<file path="config.mk">
export PLATFORM = sky130hd
export DESIGN_NAME = mem_access_unit
export DESIGN_NICKNAME = d
export VERILOG_FILES = /design/src/rtl/mem_access_unit_pkg.sv /design/src/rtl/mem_load_align.sv /design/src/rtl/mem_access_unit.sv
export SDC_FILE = /design/constraint.sdc
export NUM_CORES = 1
export LEC_CHECK = 0
export CAP_MARGIN = 20
export CELL_PAD_IN_SITES_DETAIL_PLACEMENT = 1
export CELL_PAD_IN_SITES_GLOBAL_PLACEMENT = 2
export CORE_UTILIZATION = 38
export DETAILED_ROUTE_END_ITERATION = 7
export DONT_BUFFER_PORTS = 1
export PLACE_DENSITY_LB_ADDON = 0.1
export SYNTH_ARGS = -nofsm -noshare
export SYNTH_HDL_FRONTEND = slang
export SYNTH_SLANG_ARGS = --single-unit
</file>
<file path="constraint.sdc">
create_clock -name clk -period 2.65 [get_ports clk]
set_clock_uncertainty 0.1 [all_clocks]
set_input_delay 0.53 -clock clk [delete_from_list [all_inputs] [get_ports clk]]
set_output_delay 0.53 -clock clk [all_outputs]
set_load 0.05 [all_outputs]
</file>
<file path="src/rtl/mem_access_unit_pkg.sv">
// Shared encodings and decode helpers for the MEM-stage data-memory access unit.
package mem_access_unit_pkg;

  localparam logic [2:0] F3_B  = 3'b000;
  localparam logic [2:0] F3_H  = 3'b001;
  localparam logic [2:0] F3_W  = 3'b010;
  localparam logic [2:0] F3_BU = 3'b100;
  localparam logic [2:0] F3_HU = 3'b101;

  localparam logic [1:0] MA_IDLE = 2'd0;
  localparam logic [1:0] MA_REQ  = 2'd1;
  localparam logic [1:0] MA_WAIT = 2'd2;
  localparam logic [1:0] MA_DONE = 2'd3;

  typedef enum logic [1:0] {SZ_B, SZ_H, SZ_W} size_e;

  // Unsigned byte/half encodings exist only for loads; stores fall back to word.
  function automatic size_e decode_size(input logic is_write, input logic [2:0] f3);
    size_e sz;
    sz = SZ_W;
    if (f3 == F3_B || (!is_write && f3 == F3_BU)) begin
      sz = SZ_B;
    end else if (f3 == F3_H || (!is_write && f3 == F3_HU)) begin
      sz = SZ_H;
    end
    return sz;
  endfunction

  function automatic logic is_aligned(input size_e sz, input logic [1:0] off);
    logic ok;
    case (sz)
      SZ_B:    ok = 1'b1;
      SZ_H:    ok = ~off[0];
      default: ok = (off == 2'b00);
    endcase
    return ok;
  endfunction

  function automatic logic [3:0] byte_enables(input size_e sz, input logic [1:0] off);
    logic [3:0] be;
    case (sz)
      SZ_B:    be = 4'b0001 << off;
      SZ_H:    be = 4'b0011 << off;
      default: be = 4'b1111;
    endcase
    return be;
  endfunction

  function automatic logic [31:0] replicate_wdata(input size_e sz, input logic [31:0] d);
    logic [31:0] r;
    case (sz)
      SZ_B:    r = {4{d[7:0]}};
      SZ_H:    r = {2{d[15:0]}};
      default: r = d;
    endcase
    return r;
  endfunction

endpackage

</file>
<file path="src/rtl/mem_load_align.sv">
// Selects the addressed byte/half of a read word and sign- or zero-extends it.
module mem_load_align
  import mem_access_unit_pkg::*;
(
  input  logic [31:0] word_i,
  input  logic [1:0]  off_i,
  input  logic [2:0]  funct3_i,
  output logic [31:0] data_o
);

  logic [7:0]  byte_sel;
  logic [15:0] half_sel;

  always_comb begin
    byte_sel = 8'h00;
    case (off_i)
      2'd0:    byte_sel = word_i[7:0];
      2'd1:    byte_sel = word_i[15:8];
      2'd2:    byte_sel = word_i[23:16];
      default: byte_sel = word_i[31:24];
    endcase
    half_sel = off_i[1] ? word_i[31:16] : word_i[15:0];
  end

  always_comb begin
    data_o = word_i;
    case (funct3_i)
      F3_B:    data_o = {{24{byte_sel[7]}}, byte_sel};
      F3_BU:   data_o = {24'h000000, byte_sel};
      F3_H:    data_o = {{16{half_sel[15]}}, half_sel};
      F3_HU:   data_o = {16'h0000, half_sel};
      F3_W:    data_o = word_i;
      default: data_o = word_i;
    endcase
  end

endmodule

</file>
<file path="src/rtl/mem_access_unit.sv">
// MEM-stage load/store unit: request latch, gnt/rvalid handshake to data memory,
// pipeline stall generation and aligned/extended load result.
module mem_access_unit
  import mem_access_unit_pkg::*;
#(
  parameter int ADDR_W = 32
) (
  input  logic              clk,
  input  logic              rstn,
  input  logic              req_valid,
  input  logic              req_write,
  input  logic [2:0]        req_funct3,
  input  logic [ADDR_W-1:0] req_addr,
  input  logic [31:0]       req_wdata,
  output logic              stall,
  output logic              rsp_valid,
  output logic [31:0]       rsp_rdata,
  output logic              misalign,
  output logic              mem_req,
  output logic              mem_we,
  output logic [3:0]        mem_be,
  output logic [ADDR_W-1:0] mem_addr,
  output logic [31:0]       mem_wdata,
  input  logic              mem_gnt,
  input  logic              mem_rvalid,
  input  logic [31:0]       mem_rdata
);

  logic [1:0]        state_q, state_d;
  logic              mem_req_q, mem_req_d;
  logic              mem_we_q, mem_we_d;
  logic [3:0]        mem_be_q, mem_be_d;
  logic [ADDR_W-1:0] mem_addr_q, mem_addr_d;
  logic [31:0]       mem_wdata_q, mem_wdata_d;
  logic [31:0]       rsp_rdata_q, rsp_rdata_d;
  logic [1:0]        off_q, off_d;
  logic [2:0]        f3_q, f3_d;

  size_e       req_size;
  logic        req_aligned;
  logic        accept;
  logic [31:0] ld_data;

  assign req_size    = decode_size(req_write, req_funct3);
  assign req_aligned = is_aligned(req_size, req_addr[1:0]);
  assign accept      = (state_q == MA_IDLE) && req_valid && req_aligned;

  // Alignment uses the latched offset/funct3 since req_* may move after DONE.
  mem_load_align u_align (
    .word_i   (mem_rdata),
    .off_i    (off_q),
    .funct3_i (f3_q),
    .data_o   (ld_data)
  );

  always_comb begin
    state_d     = state_q;
    mem_req_d   = mem_req_q;
    mem_we_d    = mem_we_q;
    mem_be_d    = mem_be_q;
    mem_addr_d  = mem_addr_q;
    mem_wdata_d = mem_wdata_q;
    rsp_rdata_d = rsp_rdata_q;
    off_d       = off_q;
    f3_d        = f3_q;
    case (state_q)
      MA_IDLE: begin
        if (accept) begin
          state_d     = MA_REQ;
          mem_req_d   = 1'b1;
          mem_we_d    = req_write;
          mem_be_d    = byte_enables(req_size, req_addr[1:0]);
          mem_addr_d  = {req_addr[ADDR_W-1:2], 2'b00};
          mem_wdata_d = replicate_wdata(req_size, req_wdata);
          off_d       = req_addr[1:0];
          f3_d        = req_funct3;
        end
      end
      MA_REQ: begin
        // rvalid is deliberately not looked at until the grant has been seen.
        if (mem_gnt) begin
          mem_req_d = 1'b0;
          mem_we_d  = 1'b0;
          state_d   = mem_we_q ? MA_DONE : MA_WAIT;
        end
      end
      MA_WAIT: begin
        if (mem_rvalid) begin
          rsp_rdata_d = ld_data;
          state_d     = MA_DONE;
        end
      end
      MA_DONE: state_d = MA_IDLE;
      default: state_d = MA_IDLE;
    endcase
  end

  always_ff @(posedge clk or negedge rstn) begin
    if (!rstn) begin
      state_q     <= MA_IDLE;
      mem_req_q   <= 1'b0;
      mem_we_q    <= 1'b0;
      mem_be_q    <= 4'h0;
      mem_addr_q  <= '0;
      mem_wdata_q <= 32'h0;
      rsp_rdata_q <= 32'h0;
      off_q       <= 2'b00;
      f3_q        <= 3'b000;
    end else begin
      state_q     <= state_d;
      mem_req_q   <= mem_req_d;
      mem_we_q    <= mem_we_d;
      mem_be_q    <= mem_be_d;
      mem_addr_q  <= mem_addr_d;
      mem_wdata_q <= mem_wdata_d;
      rsp_rdata_q <= rsp_rdata_d;
      off_q       <= off_d;
      f3_q        <= f3_d;
    end
  end

  assign stall     = accept || (state_q == MA_REQ) || (state_q == MA_WAIT);
  assign misalign  = (state_q == MA_IDLE) && req_valid && !req_aligned;
  assign rsp_valid = (state_q == MA_DONE);
  assign rsp_rdata = rsp_rdata_q;
  assign mem_req   = mem_req_q;
  assign mem_we    = mem_we_q;
  assign mem_be    = mem_be_q;
  assign mem_addr  = mem_addr_q;
  assign mem_wdata = mem_wdata_q;

endmodule

</file>
---- After elaboration in Yosys (flattened, before gate mapping) ----
Index checks and enable logic that the tools add are counted.
storage, ports and cells
  bits of input ports ..................... 105
  word-level logic and storage cells ...... 67
  bits in registers ....................... 107
  output and inout bits ................... 105
cells by class
  bitwise gates (word level) .............. 1
  eq/ne operators ......................... 15
  reductions and logical operators ........ 22
  multiplexer cells ....................... 18
  shift-type cells ........................ 2
operators by type and width
  cell                                             count
  one-hot mux 32 bit (4 select lines)              1
  one-hot mux 32 bit (2 select lines)              1
  one-hot mux 8 bit (3 select lines)               1
  2-to-1 mux 16 bit                                1
  == test 3 bit, second input constant             4
  2-to-1 mux 2 bit                                 5
  logical NOT 2 bit                                4
  one-hot mux 2 bit (4 select lines)               1
  one-hot mux 4 bit (2 select lines)               1
  == test 2 x 1 -> 1 bit, second input constant    3
  == test 2 bit, second input constant             3
  == test 3 x 1 -> 1 bit, second input constant    2
  logical NOT 3 bit                                2
  inequality test 2 bit, second input constant     3
  one-hot mux 1 bit (2 select lines)               3
  AND reduction 3 bit                              2
  logical AND 1 bit                                5
  logical OR 1 bit                                 4
  2-to-1 mux 1 bit                                 4
  AND reduction 2 bit                              2
  << shifter 1 x 2 -> 4 bit, first input constant  1
  << shifter 2 x 2 -> 4 bit, first input constant  1
  logical NOT 1 bit                                2
  nonzero test 2 bit                               1
  NOT 1 bit                                        1

---- Longest topological paths before layout ----
Gate-level depths: netlist of the first run.
  depth after elaboration ................. 10
  depth in mapped cells ................... 9
  depth with buffers taken out ............ 6

---- Modules after synthesis ----
A second synthesis of the first run with hierarchy kept.
second synthesis, totals
  cells, all modules ...................... 480
  area total of the unflattened synthesis .. 5,594.1 µm²
by module, submodules not included
  module           instances  area an instance (µm²)  cells an instance  seq. area each (µm²)
  mem_access_unit  1          4,624.4                 347                2,677.6
  mem_load_align   1          969.7                   133                0.0

---- Least setup slack after synthesis of the first run ----
Ideal clock, no wire load.
  path kind ............................... reg2out
  from .................................... register state_q[0]
  to ...................................... output port misalign
  data required time ...................... 2.020 ns
  path buffers ............................ 0
  arrival ................................. 1.989 ns
  path slack .............................. 0.031 ns
  cell stages (with the launch flop) ...... 5
  path through ............................ dfrtp_1 > inv_1 > ha_1 > nand2_1 > a211oi_1
between the ends
  word-level cells in the longest chain between the ends .. 3
ends and longest elaborated chain
  what                            line                    text
  from (decl)                     mem_access_unit.sv:29   logic [1:0] state_q, state_d;
  from (signal assigned)          mem_access_unit.sv:110  state_q <= state_d;
  logical NOT 2 bit               mem_access_unit.sv:123  assign misalign = (state_q == MA_IDLE) && req_valid && !req_aligned;
  logical AND 1 bit (2 in a row)  mem_access_unit.sv:123
  to (decl)                       mem_access_unit.sv:18   output logic misalign,
No other way between the ends.

---- Worst setup path in the final report of the first run ----
  from .................................... register state_q[0]
  to ...................................... output port stall
between the ends
  word-level cells in the longest chain between the ends .. 5
  elaborated cells on any way between the ends .. 7
  classes of those cells .................. 2 x eq/ne; 5 x reduce/logical
ends and longest elaborated chain
  what                            line                    text
  logical NOT 2 bit               mem_access_unit.sv:46   assign accept = (state_q == MA_IDLE) && req_valid && req_aligned;
  logical AND 1 bit (2 in a row)  mem_access_unit.sv:46
  logical OR 1 bit                mem_access_unit.sv:122  assign stall = accept || (state_q == MA_REQ) || (state_q == MA_WAIT);
  logical OR 1 bit (*)            mem_access_unit.sv:122
  to (decl)                       mem_access_unit.sv:15   output logic stall,
Mark *: on every way between the ends. The rest lies on a longest branch, timed or not.

==> results_dict.tcl, run 1 <==
set metrics [dict create \
    run_status "finished with violations" \
    violations "negative hold slack" \
    route.detailed.drc 0 \
    ys_ff_latch 107 \
    hold_viol 107 \
    synth.avg_cell_area_um2 10.89 \
    required_ns 2.02 \
    fin_hold_ws_ns -0.2329 \
    start_kind "register" \
    layout_common_cells "dfrtp_1, nand2_1, o21ai_0" \
    grt_setup_unrepaired "no" \
    via_per_inst 5.351 \
    path_cells "inv_1 -> ha_1 -> and2_1 -> o211ai_4 -> nand2_1 -> buf_4" \
    clockBufferDepth 2 \
    worstSetupEndpointType "output port" \
    dpl.hpwl_um 9308 \
    clock_latency_ns 0.35 \
    syn_inst 474 \
    setup-violations-final 0 \
    cts_setup_buffers 0 \
    synth_flop_cell "dfrtp_1" \
    grt_usage_pct 19.81 \
    hold_path_class "input pin to asynchronous set/reset pin" \
    htreeDepth 3 \
    ctsResizeCount 0 \
    multi_input_area_um2 2281 \
    die_area_um2 14050 \
    synthTopCellsByArea "dfrtp_1, mux2_2, mux2i_1" \
    gp_congestion 0.7449 \
    initial_core_util_pct 38.97 \
    antenna_found_initial 0 \
    grt_pass1_wl_um 21500 \
    num_vias 3462 \
    post_drt_wl_per_cell_um 20.48 \
    max_stage_delay_ns 0.44 \
    nets 575 \
    first_iter_violations 158 \
    cp_slowest_cell "dfrtp_1" \
    finalSetupTns_ns 0 \
    die_w_um 118.5 \
    ys_warn_count 0 \
    drv_cap 0 \
    cts_sinks 107 \
    fill_cells 1483 \
    ys_async_sr_fraction_pct 100.0 \
    ys_types 43 \
    yosys.area.top_type_share_pct 51.88 \
    drtPass1Iterations 4 \
    die_y_um 118.5 \
    grt_overflow 0 \
    syn2layout_area_growth_pct 9.503 \
    grt_pass1_vias 3808 \
    fin_util_pct 42.68 \
    min_period_ns 2.487 \
    ios 210 \
    grt_max_degree 108 \
    root_buffer "clkbuf_16" \
    antenna_cells 0 \
    io_buffer_count 0 \
    regArea_um2 2678 \
    wirelength_um 13250 \
    worstMarginPinSlew_ns 0.5453 \
    drv_slew 0 \
    ant_nets 0 \
    core.rowCount 42 \
    clkTransAtPathRegs_ns 0.07 \
    layout_commonest_cell "dfrtp_1" \
    timing.fmax_ghz 0.4021 \
    critPathMaxFanout 6 \
    cts_tree "yes" \
    arrival_ns 1.86 \
    cts_buffers 9 \
    seq_area_frac_synth_pct 51.88 \
    synthesis.area_um2 5161 \
    slew_headroom_pct 63.65 \
    crit_type "register to output port" \
    core_um2 13240 \
    synth-edff-count 0 \
    final.period_utilization_pct 93.84 \
    synth.largest_area_cell "dfrtp_1" \
    drive_above_1_share_pct 19.96 \
]
-- critical path, delay by kind of cell, from the launching register on --
family	cells	cell delay, ns
adder cells (fa/ha/maj)	1	0.24
flip-flops	1	0.44
buffers and inverters	2	0.30
AO/OA/AOI/OAI	1	0.13
AND/OR/NAND/NOR	2	0.39
-- area by class of cell --
cell class	count	share of cell area, %
inverter	6	0.3985
clock buffer	10	4.228
tap	176	3.896
timing repair buffer	14	2.081
clock inverter	6	1.660
sequential	107	47.38
multi-input combinational	328	40.36
-- synth_stat cells, types with 8 or more instances --
master / instances
a21oi_1: 34
buf_2: 13
clkbuf_1: 11
dfrtp_1: 107
mux2_2: 33
mux2_4: 19
mux2i_1: 31
nand2_1: 64
nand3b_1: 8
nor2_1: 34
nor2b_1: 8
o21ai_0: 45
o21ai_1: 8
-- kinds of logic (layout without fill, tap and decap cells) --
family,Yosys count,count (layout),synth area share [%]
buf+inv,40,36,4.242
xor+xnor,1,1,0.1697
fa+ha+maj,4,4,0.9697
compound gates,108,108,12.48
mux,84,84,19.18
simple gates,129,129,11.01
flops,107,107,51.88
other cells,1,2,0.07266
-- state kept, by name, summed over array words and instances, names as in the netlist --
register / cells
f3_q: 3
mem_addr: 30
mem_be: 4
mem_req: 1
mem_wdata: 32
mem_we: 1
off_q: 2
rsp_rdata: 32
state_q: 2
-- through the flow --
| step | setup slack (ns) | hold WS [ns] | area, um2 | std cells |
|---|---|---|---|---|
| final | 0.1631 | -0.2329 | 5652 | 647 |
| after global routing | 0.005889 | -0.2533 | 5652 | 647 |
| after floorplan | 0.03120 | 0.1344 | 5165 | 475 |
| after global placement | 0.5128 | 0.1375 | 5319 | 631 |
| after detailed placement | 0.4311 | 0.1374 | 5319 | 631 |
| after CTS | 0.1246 | -0.2461 | 5652 | 647 |
-- worst paths after layout --
check / startpoint / end / slack (ns) / cells after the start
setup / recovery: state_q[0] / stall / 0.16 / 6
hold / removal: rstn / state_q[1] / -0.23 / 0
setup reg to reg: state_q[0] / mem_addr[2] / 0.43 / 6
hold reg to reg: f3_q[0] / f3_q[0] / 0.47 / 1
max in group asynchronous: rstn / mem_addr[20] / 2.50 / 0
min in group clk: req_addr[0] / mem_be[2] / 0.17 / 1
-- layer usage --
metal	GRT usage (%)	vias to the layer above	part of all wire [%]
li1	-	1603	-
met1	23.44	1712	40
met2	31.47	135	48
met3	9.508	12	11
met4	6.566	0	1.5
met5	0	-	0
Power of run 1 is left out: the tool's default activity adds up to more than one toggle a clock period on the data nets, which glitch-free logic cannot reach.
==> run 2, diff against run 1 <==
--- a/config.mk
+++ b/config.mk
@@ -8,10 +8,12 @@
 export CAP_MARGIN = 20
 export CELL_PAD_IN_SITES_DETAIL_PLACEMENT = 1
 export CELL_PAD_IN_SITES_GLOBAL_PLACEMENT = 2
+export CORE_ASPECT_RATIO = 1.25
 export CORE_UTILIZATION = 38
 export DETAILED_ROUTE_END_ITERATION = 7
 export DONT_BUFFER_PORTS = 1
 export PLACE_DENSITY_LB_ADDON = 0.1
+export SLEW_MARGIN = 15
 export SYNTH_ARGS = -nofsm -noshare
 export SYNTH_HDL_FRONTEND = slang
 export SYNTH_SLANG_ARGS = --single-unit
==> run 2 against run 1 <==
Net effect:
- clock-buffer cell count down 1
- first-iteration DRC count decreased by 27%
- register-to-register slack improved by 0.05 ns
- the run still ends with negative hold slack left
- maximum frequency grew 1.6%
- die area hardly changed
- worst setup slack better by 0.038 ns
- cell count shrank 0.93%
==> results_dict.tcl, run 2 (same netlist as run 1, synthesis figures left out) <==
set metrics [dict create \
    setup-violations-final 0 \
    drtPass1Iterations 4 \
    dp.cells 625 \
    r2r_cells 6 \
    worstMarginPinSlew_ns 0.6638 \
    clockBufferDepth 2 \
    io_buffer_count 0 \
    drv_slew 0 \
    drv_cap 0 \
    grt_pass1_vias 3813 \
    grt_overflow 0 \
    die_area_um2 14060 \
    route.detailed.drc 0 \
    final.period_utilization_pct 92.41 \
    slew_headroom_pct 55.74 \
    cts_tree "yes" \
    clock_latency_ns 0.35 \
    cts_buffers 9 \
    worstSetupEndpointType "output port" \
    layout_commonest_cell "dfrtp_1" \
    antenna_found_initial 0 \
    core.rowCount 47 \
    die_w_um 106.2 \
    syn2layout_area_growth_pct 8.873 \
    cts_sinks 107 \
    fin_util_pct 42.47 \
    stdcell_count 641 \
    num_vias 3456 \
    ant_nets 0 \
    grt_usage_pct 19.81 \
    core_um2 13230 \
    timing.fmax_ghz 0.4084 \
    initial_core_util_pct 39.01 \
    hold_path_class "input pin to asynchronous set/reset pin" \
    root_buffer "clkbuf_16" \
    post_drt_wl_per_cell_um 20.91 \
    first_iter_violations 116 \
    via_per_inst 5.392 \
    violations "negative hold slack" \
    clkTransAtPathRegs_ns 0.08 \
    fin_hold_ws_ns -0.2312 \
    finalSetupTns_ns 0 \
    gp_congestion 0.7385 \
    drive_above_1_share_pct 20.00 \
    ios 210 \
    die_y_um 132.3 \
    htreeDepth 3 \
    min_period_ns 2.449 \
    antenna_cells 0 \
    required_ns 2.02 \
    start_kind "register" \
    critPathMaxFanout 6 \
    run_status "finished with violations" \
    wirelength_um 13400 \
    crit_type "register to output port" \
    arrival_ns 1.82 \
    nets 574 \
    grt_setup_unrepaired "no" \
    layout_common_cells "dfrtp_1, nand2_1, o21ai_0" \
    hold_viol 107 \
    dpl.hpwl_um 9623 \
    grt_max_degree 108 \
    grt_pass1_wl_um 21430 \
]
## run 2: changes by cell type in the layout (fill, tap and decap cells not counted)
| cell | before | now |
|---|---|---|
| and2_2 | 0 | 1 |
| bufinv_16 | 2 | 0 |
| inv_8 | 0 | 3 |
| clkinv_8 | 0 | 1 |
| clkbuf_8 | 1 | 0 |
| buf_12 | 1 | 2 |
| and2_1 | 2 | 1 |
| clkinv_4 | 1 | 0 |
| buf_4 | 13 | 11 |
## run 2: layout make-up
class | count | area (um2)
clock buffers | 9 | 225.2
well taps | 171 | 214.0
flip-flops and latches | 107 | 2678
clock inverters | 7 | 75.07
multi-input cells | 328 | 2282
inverters | 6 | 22.52
fillers | 1469 | 7612
repair buffers | 13 | 122.6
## run 2: worst paths after layout
| kind | start | end | slack (ns) |
|---|---|---|---|
| setup / recovery | state_q[0] | stall | 0.20 |
| hold / removal | rstn | mem_we | -0.23 |
| setup reg to reg | state_q[0] | mem_addr[2] | 0.48 |
| hold reg to reg | f3_q[2] | f3_q[2] | 0.45 |
| max in group asynchronous | rstn | mem_wdata[6] | 2.45 |
| min in group clk | req_addr[0] | mem_be[2] | 0.18 |
## run 2: critical path, cell delays in order, from the launching register on
cell	delay, ns
dfrtp_1	0.44
inv_1	0.09
ha_1	0.27
and2_2	0.25
o211ai_4	0.12
nand2_1	0.14
buf_12	0.17
## run 2: routing by layer
layer | vias up | track usage [%] | wire length, um
li1 | 1608 | - | -
met1 | 1714 | 21.97 | 4926
met2 | 121 | 34.27 | 6985
met3 | 13 | 7.761 | 1289
met4 | 0 | 6.790 | 199
met5 | - | 0 | 0
## run 2: repair_timing
action,CTS,global route
buffers inserted,0,0
endpoints found under the hold margin,107,107
gates resized for setup,0,1
endpoints found under the setup margin,0,1
## run 2: stage by stage
stage	area (um2)	setup slack [ns]
final	5619	0.2013
after global routing	5619	0.06374
after CTS	5618	0.1073
after detailed placement	5318	0.4836
after global placement	5318	0.5607
after floorplan	5165	0.03120
Power of run 2 is left out for the same reason.
